$ cat config.mk
export PLATFORM = sky130hd
export DESIGN_NAME = hci_arbiter_tree_sched
export DESIGN_NICKNAME = d
export VERILOG_FILES = /design/src/rtl/hci_package.sv /design/src/rtl/hci_stall_counter.sv /design/src/rtl/hci_arbiter_tree_sched.sv
export SDC_FILE = /design/constraint.sdc
export NUM_CORES = 1
export LEC_CHECK = 0
export ABC_AREA = 1
export BUFFER_PORTS_ARGS = -buffer_cell sky130_fd_sc_hd__buf_2
export CAP_MARGIN = 20
export CORE_MARGIN = 5
export CORE_UTILIZATION = 30
export CTS_CLUSTER_SIZE = 16
export DETAILED_ROUTE_END_ITERATION = 10
export GPL_TIMING_DRIVEN = 0
export SYNTH_ARGS = -nofsm -noshare
export SYNTH_HDL_FRONTEND = slang
export SYNTH_HIERARCHICAL = 1
export SYNTH_SLANG_ARGS = --single-unit
$ cat constraint.sdc
create_clock -name clk_i -period 1.8 [get_ports clk_i]
set_input_delay 0.36 -clock clk_i [delete_from_list [all_inputs] [get_ports clk_i]]
set_output_delay 0.36 -clock clk_i [all_outputs]
set_load 0.05 [all_outputs]
$ cat src/rtl/hci_package.sv
// Shared types and widths for the HCI arbitration-tree scheduler.
// Optional statistics are built when HCI_ARB_SCHED_STATS_EN is defined.
package hci_package;

   typedef enum logic [1:0] {
      NORMAL   = 2'd0,
      BOOST    = 2'd1,
      COOLDOWN = 2'd2
   } hci_arb_sched_state_e;

   localparam int unsigned HCI_ARB_SCHED_STAT_W  = 32;
   localparam int unsigned HCI_ARB_SCHED_BOOST_W = 16;

endpackage

$ cat src/rtl/hci_stall_counter.sv
// Saturating up-counter with synchronous clear; clear wins over increment.
module hci_stall_counter #(
   parameter int unsigned W = 8
) (
   input  logic         clk_i,
   input  logic         rst_ni,
   input  logic         clear_i,
   input  logic         inc_i,
   output logic [W-1:0] cnt_o
);

   logic [W-1:0] r_cnt;

   always_ff @(posedge clk_i or negedge rst_ni) begin
      if (!rst_ni) begin
         r_cnt <= '0;
      end else if (clear_i) begin
         r_cnt <= '0;
      end else if (inc_i && (r_cnt != '1)) begin
         r_cnt <= r_cnt + W'(1);
      end
   end

   assign cnt_o = r_cnt;

endmodule

$ cat src/rtl/hci_arbiter_tree_sched.sv
// Starvation-aware scheduler driving the HCI arbitration tree priority inversion.
// Define HCI_ARB_SCHED_STATS_EN to add per-requester stall totals and a boost-event counter.
module hci_arbiter_tree_sched
   import hci_package::*;
#(
   parameter  int unsigned NB_REQUESTS     = 2,
   parameter  int unsigned CNT_W           = 8,
   parameter  int unsigned COOLDOWN_CYCLES = 4,
   localparam int unsigned IDW             = $clog2(NB_REQUESTS)
) (
   input  logic                   clk_i,
   input  logic                   rst_ni,
   input  logic                   clear_i,
   input  logic                   enable_i,
   input  logic [CNT_W-1:0]       max_stall_i,
   input  logic [CNT_W-1:0]       boost_len_i,
   input  logic [NB_REQUESTS-1:0] req_i,
   input  logic [NB_REQUESTS-1:0] gnt_i,
   output logic                   invert_prio_o,
   output logic [IDW-1:0]         boost_id_o,
   output logic                   boost_active_o,
   output logic [NB_REQUESTS-1:0] starving_o
`ifdef HCI_ARB_SCHED_STATS_EN
   ,
   input  logic [IDW-1:0]                   stat_sel_i,
   output logic [HCI_ARB_SCHED_STAT_W-1:0]  stat_stall_o,
   output logic [HCI_ARB_SCHED_BOOST_W-1:0] stat_boosts_o
`endif
);

   localparam int unsigned COOL_W = (COOLDOWN_CYCLES > 1) ? $clog2(COOLDOWN_CYCLES) : 1;

   hci_arb_sched_state_e r_state, w_state_nxt;

   logic [NB_REQUESTS-1:0] w_stall;
   logic [NB_REQUESTS-1:0] w_starving;
   logic [CNT_W-1:0]       w_cnt [NB_REQUESTS];
   logic                   w_any_starving;
   logic [IDW-1:0]         w_low_id;

   logic [CNT_W-1:0]  r_win, w_win_nxt, w_win_last;
   logic [COOL_W-1:0] r_cool, w_cool_nxt;
   logic [IDW-1:0]    r_boost_id, w_boost_id_nxt;
   logic              r_invert, w_invert_nxt;
   logic              w_boost_exit, w_cool_done;

   // Per-requester stall counters: count while waiting, restart on grant or idle.
   for (genvar g = 0; g < NB_REQUESTS; g++) begin : g_stall
      assign w_stall[g]    = req_i[g] & ~gnt_i[g];
      assign w_starving[g] = (max_stall_i != '0) && (w_cnt[g] >= max_stall_i);

      hci_stall_counter #(.W(CNT_W)) u_stall_cnt (
         .clk_i   (clk_i),
         .rst_ni  (rst_ni),
         .clear_i (clear_i | ~w_stall[g]),
         .inc_i   (w_stall[g]),
         .cnt_o   (w_cnt[g])
      );
   end

   assign w_any_starving = |w_starving;

   // Lowest starving index wins the boost.
   always_comb begin
      w_low_id = '0;
      for (int i = NB_REQUESTS - 1; i >= 0; i--) begin
         if (w_starving[i]) w_low_id = IDW'(i);
      end
   end

   assign w_win_last   = (boost_len_i == '0) ? '0 : (boost_len_i - CNT_W'(1));
   assign w_boost_exit = gnt_i[r_boost_id] | ~req_i[r_boost_id] | (r_win == w_win_last);
   assign w_cool_done  = (r_cool == COOL_W'(COOLDOWN_CYCLES - 1));

   always_ff @(posedge clk_i or negedge rst_ni) begin
      if (!rst_ni) begin
         r_state <= NORMAL;
      end else if (clear_i) begin
         r_state <= NORMAL;
      end else begin
         r_state <= w_state_nxt;
      end
   end

   always_comb begin
      w_state_nxt = r_state;
      if (!enable_i) begin
         w_state_nxt = NORMAL;
      end else begin
         unique case (r_state)
            NORMAL:   if (w_any_starving) w_state_nxt = BOOST;
            BOOST:    if (w_boost_exit)   w_state_nxt = COOLDOWN;
            COOLDOWN: if (w_cool_done)    w_state_nxt = NORMAL;
            default:                      w_state_nxt = NORMAL;
         endcase
      end
   end

   // Next values of the registered outputs and window/cooldown timers.
   always_comb begin
      w_invert_nxt   = (w_state_nxt == BOOST);
      w_boost_id_nxt = r_boost_id;
      w_win_nxt      = r_win;
      w_cool_nxt     = r_cool;
      if ((r_state == NORMAL) && (w_state_nxt == BOOST)) begin
         w_boost_id_nxt = w_low_id;
         w_win_nxt      = '0;
      end
      if ((r_state == BOOST) && (w_state_nxt == BOOST)) begin
         w_win_nxt = r_win + CNT_W'(1);
      end
      if ((r_state == BOOST) && (w_state_nxt == COOLDOWN)) begin
         w_cool_nxt = '0;
      end
      if ((r_state == COOLDOWN) && (w_state_nxt == COOLDOWN)) begin
         w_cool_nxt = r_cool + COOL_W'(1);
      end
   end

   always_ff @(posedge clk_i or negedge rst_ni) begin
      if (!rst_ni) begin
         r_invert   <= 1'b0;
         r_boost_id <= '0;
         r_win      <= '0;
         r_cool     <= '0;
      end else if (clear_i) begin
         r_invert   <= 1'b0;
         r_boost_id <= '0;
         r_win      <= '0;
         r_cool     <= '0;
      end else begin
         r_invert   <= w_invert_nxt;
         r_boost_id <= w_boost_id_nxt;
         r_win      <= w_win_nxt;
         r_cool     <= w_cool_nxt;
      end
   end

   assign invert_prio_o  = r_invert;
   assign boost_id_o     = r_boost_id;
   assign boost_active_o = (r_state == BOOST);
   assign starving_o     = w_starving;

`ifdef HCI_ARB_SCHED_STATS_EN
   logic [HCI_ARB_SCHED_STAT_W-1:0] w_total [NB_REQUESTS];
   logic                            w_boost_start;

   assign w_boost_start = (r_state == NORMAL) && (w_state_nxt == BOOST);

   for (genvar g = 0; g < NB_REQUESTS; g++) begin : g_stat
      hci_stall_counter #(.W(HCI_ARB_SCHED_STAT_W)) u_total_cnt (
         .clk_i   (clk_i),
         .rst_ni  (rst_ni),
         .clear_i (clear_i),
         .inc_i   (w_stall[g]),
         .cnt_o   (w_total[g])
      );
   end

   hci_stall_counter #(.W(HCI_ARB_SCHED_BOOST_W)) u_boost_cnt (
      .clk_i   (clk_i),
      .rst_ni  (rst_ni),
      .clear_i (clear_i),
      .inc_i   (w_boost_start),
      .cnt_o   (stat_boosts_o)
   );

   always_comb begin
      stat_stall_o = '0;
      for (int i = 0; i < NB_REQUESTS; i++) begin
         if (stat_sel_i == IDW'(i)) stat_stall_o = w_total[i];
      end
   end
`endif

endmodule

Word level (Yosys, flattened, before mapping)
Cells that the tools add are included.

Equality and inequality tests: 8. Multiplexer cells: 26. Magnitude comparators: 3. Reductions and logical operators: 17. Bitwise logic cells: 11. $add $sub $neg: 5.

Operators with widths (count): 8-bit 2-to-1 mux (8); 8-bit by 1-bit adder with 8-bit output, second input constant (3); 8-bit >= comparator (2); 2-bit 2-to-1 mux (8); 8-bit inequality test, second input constant (2); 1-bit 2-to-1 mux (9); 8-bit == test (1); 1-bit logical AND (8); 8-bit zero test (1); 8-bit nonzero test (1); 8-bit by 1-bit subtractor with 8-bit output, second input constant (1); 2-bit == test, second input constant (3); 2-bit one-hot mux with 3 select lines (1); 2-bit nonzero test (3); 3-bit nonzero test (2); 1-bit NOT (5); 2-bit by 1-bit == test with 1-bit output, second input constant (2); 1-bit bitwise OR (4); 2-bit by 1-bit adder with 2-bit output, second input constant (1); 1-bit bitwise AND (2); 2-bit zero test (1); 1-bit by 2-bit < comparator with 1-bit output, second input constant (1); 2-bit OR reduction (1).

Word-level logic and storage cells: 77. Output and inout port bits: 5. Register bits after elaboration: 30. Bits of input ports: 24.

Logic depth before layout (Yosys ltp)
Depth after elaboration: 13. Mapped depth: 18. Mapped depth without buffers: 18.

Modules after synthesis
The synthesis kept the hierarchy.

Modules (own cells, without submodules): hci_arbiter_tree_sched (seq. area each 350.3 µm², times used 1, cells an instance 258, area each 1670.4 µm²); hci_stall_counter (seq. area each 200.2 µm², times used 2, cells an instance 74, area each 511.7 µm²).

Worst setup path after synthesis
No wires, ideal clock.

Path kind: register to output. Start point: reg g_stall[0].u_stall_cnt.r_cnt[6]. End point: out starving_o[0]. Data arrival time: 1554 ps. Required time: 1440 ps. Stages on the path, launching flop included: 8. Buffers on the path: 0. Setup slack: -114 ps. Cells stage by stage: dfrtp_1 > ha_1 > inv_1 > nor3_1 > nand4_1 > o2111ai_1 > nand2_1 > inv_1.

Longest elaborated chain between the ends: 2.

Ends and longest elaborated chain: from (decl) (RTL line hci_stall_counter.sv:12) `logic [W-1:0] r_cnt;`; from (signal assigned) (RTL line hci_stall_counter.sv:20) `r_cnt <= r_cnt + W'(1);`; 8-bit >= comparator (RTL line hci_arbiter_tree_sched.sv:50) `assign w_starving[g] = (max_stall_i != '0) && (w_cnt[g] >= max_stall_i);`; 1-bit logical AND (RTL line hci_arbiter_tree_sched.sv:50); to (decl) (RTL line hci_arbiter_tree_sched.sv:22) `output logic [NB_REQUESTS-1:0] starving_o`.

No other way between the ends.

Worst setup path in the final report
Ends and elaborated chain as after synthesis.

==> metrics <==
status=finished, violations left; failing checks=negative setup slack; n_diodes=0; vias in the first global route=2546; relative slew slack=51.8%; Die Ht=105 um; Area growth syn-to-layout=34.0%; worst endpoint data arrival time=1.79 ns; Syn Area/Cell=6.64 um^2; most common cell after layout, fill and taps aside=nand2_1; final-stage net count=507; WL final=6.82 mm; number of remaining DRC errors=0; Fin. Hold Viols=0; Final GP Congestion=0.824; worst hold path type=primary input to asynchronous set/reset pin; Synth Instances=406; Reg area=758 um^2; Port Buffers=28; fraction of registers with async set/reset=100%; Yosys reg bits=30; initial antenna violation count=0; critical path endpoint category=output pin; Crit Path Class=flip-flop to output pin; Power Dens Cells=437 nW/um^2; Multi-input gate area=1990 um^2; Ys Warns=6; Netlist cell types=27; crit-path max FO=2; Ports=29; max cap viols=0; path depth of the worst reg2reg path=14; clock-pin slew on the worst setup and hold paths=0.07 ns; Post-Syn Area=2690 um^2; Max Freq=0.465 GHz; Detailed Routing Iterations Pass 1=4; Max Slew Vio Count=0; Pleak=1.81 nW; Rows=34; via count=2739; core area=8720 um^2; vias per cell=4.80; peak supply drop=325 uV; Power Total=1.58 mW; fillers=878; worst slew pin tran=0.723 ns; Max H-tree Level=2; CP required=1.44 ns; Tmin final=2.15 ns; endpoints failing setup=13; worst setup margin=-0.350 ns; Root Buffer=clkbuf_8; syn_nets=451; Finished Core Util=41.4%; Worst Skew=0.00340 ns; Die Span X=105 um; antenna viol nets, final=0; die area=11000 um^2; largest net degree at the start of global routing=31; clk buf depth=2; WL/cell=11.9 um; final worst-path cycle share=119%; CTS Buf Count=5; first-pass GRT wire length=11.3 mm; commonest non-fill, non-tap cells in the layout=112 x nand2_1, 63 x inv_1, 36 x nand3_1, 25 x buf_2, 24 x dfrtp_1; Post-synth top flop=dfrtp_1; register area share after synthesis=27.9%; Hold Buf Count CTS=0; number of synthesized flops with an enable pin=0; DR iter-0 viols=71; CTS tree=yes; Startpoint Class=flip-flop; worst-skew pair later-pin latency=0.28 ns; hpwl dp=4.77 mm; All-Layer GR Usage=12.1%; grt ovf=0; RSZ-0062 raised after global routing=true; Initial Util=30.9%; layout cells sized above 1=32.0%; clk sink count=30
==> critical path, cell delays in order, from the launching register on <==
cell	delay, ns
dfrtp_1	0.39
ha_1	0.31
inv_2	0.04
nor3_2	0.19
nand4_1	0.13
o2111ai_2	0.11
nand2_2	0.11
clkinvlp_4	0.09
buf_8	0.14
==> cell type report <==
cell class / count / area share, %
Multi-Input combinational cell: 301 / 55.1
Sequential cell: 30 / 21.0
Timing Repair Buffer: 48 / 9.15
Inverter: 75 / 8.35
Tap cell: 108 / 3.74
Clock buffer: 7 / 2.39
Clock inverter: 1 / 0.139
Buffer: 1 / 0.139
==> synth_stat cells, types with 6 or more instances <==
cell | number | area (um^2)
dfrtp_1 | 30 | 751
a21oi_1 | 14 | 70.1
xor2_1 | 6 | 52.6
nand3_1 | 47 | 235
nor3_1 | 11 | 55.1
inv_1 | 70 | 263
nand4_1 | 7 | 43.8
nand2_2 | 11 | 68.8
ha_1 | 21 | 263
nor2_2 | 9 | 56.3
nor2_1 | 23 | 86.3
nand2_1 | 120 | 450
==> routing by layer <==
layer / GRT usage (%) / share of wire (%) / up-vias
met1: 15.9 / 45 / 1245
met3: 2.53 / 4.7 / 19
met5: 0 / 0 / -
li1: - / - / 1405
met4: 3.01 / 1.9 / 0
met2: 20.4 / 48 / 70
==> state kept, by name (all words and copies together), names as in the netlist <==
| register | count |
|---|---|
| boost_id_o | 1 |
| g_stall.u_stall_cnt/cnt_o | 16 |
| r_state | 2 |
| r_win | 8 |
| invert_prio_o | 1 |
| r_cool | 2 |
==> per-stage QoR <==
stage	hold WS [ns]	setup WS [ns]	area [um^2]	std cells	TNS, ns
2_1_floorplan	0.0644	-0.0124	2740	406	-0.0124
3_3_place_gp	0.455	-0.354	3010	542	-4.20
3_5_place_dp	0.462	-0.326	3010	542	-4.39
4_1_cts	0.149	-0.359	3340	565	-2.74
5_1_grt	0.184	-0.452	3610	571	-4.67
6_report	0.127	-0.350	3610	571	-3.35
==> worst paths after layout <==
| path | start | to | slack (ns) |
|---|---|---|---|
| min in group clk_i | clear_i | r_state[0] | 0.41 |
| max reg2reg | g_stall[0].u_stall_cnt/cnt_o[6] | r_win[7] | -0.27 |
| max in group asynchronous | rst_ni | g_stall[0].u_stall_cnt/cnt_o[4] | 1.16 |
| max | g_stall[0].u_stall_cnt/cnt_o[6] | starving_o[0] | -0.35 |
| min | rst_ni | g_stall[1].u_stall_cnt/cnt_o[1] | 0.13 |
| min reg2reg | r_cool[1] | r_cool[1] | 0.52 |
==> power by group <==
group | internal [mW] | switching [mW] | total (mW)
clock | 0.308 | 0.268 | 0.577
sequential | 0.679 | 0.00537 | 0.685
combinational | 0.116 | 0.200 | 0.315
==> cell families (layout without fill, tap and decap cells) <==
| family | Yosys count | after routing | synth area share, % |
|---|---|---|---|
| and+or+nand+nor | 239 | 240 | 41.4 |
| buffers and inverters | 76 | 132 | 11.0 |
| AOI/OAI and AO/OA | 32 | 32 | 7.11 |
| DFF | 30 | 30 | 27.9 |
| adders and majority gates | 21 | 21 | 9.75 |
| xor gates and xnor gates | 8 | 8 | 2.88 |
==> repair_timing <==
item                       4_1_cts  5_1_grt
gates resized for setup         27       42
pin swaps                        6       22
setup endpoints to repair       13       16
gates cloned                     1        0
setup buffers                   14        7
(Power assumes the default switching activity.)
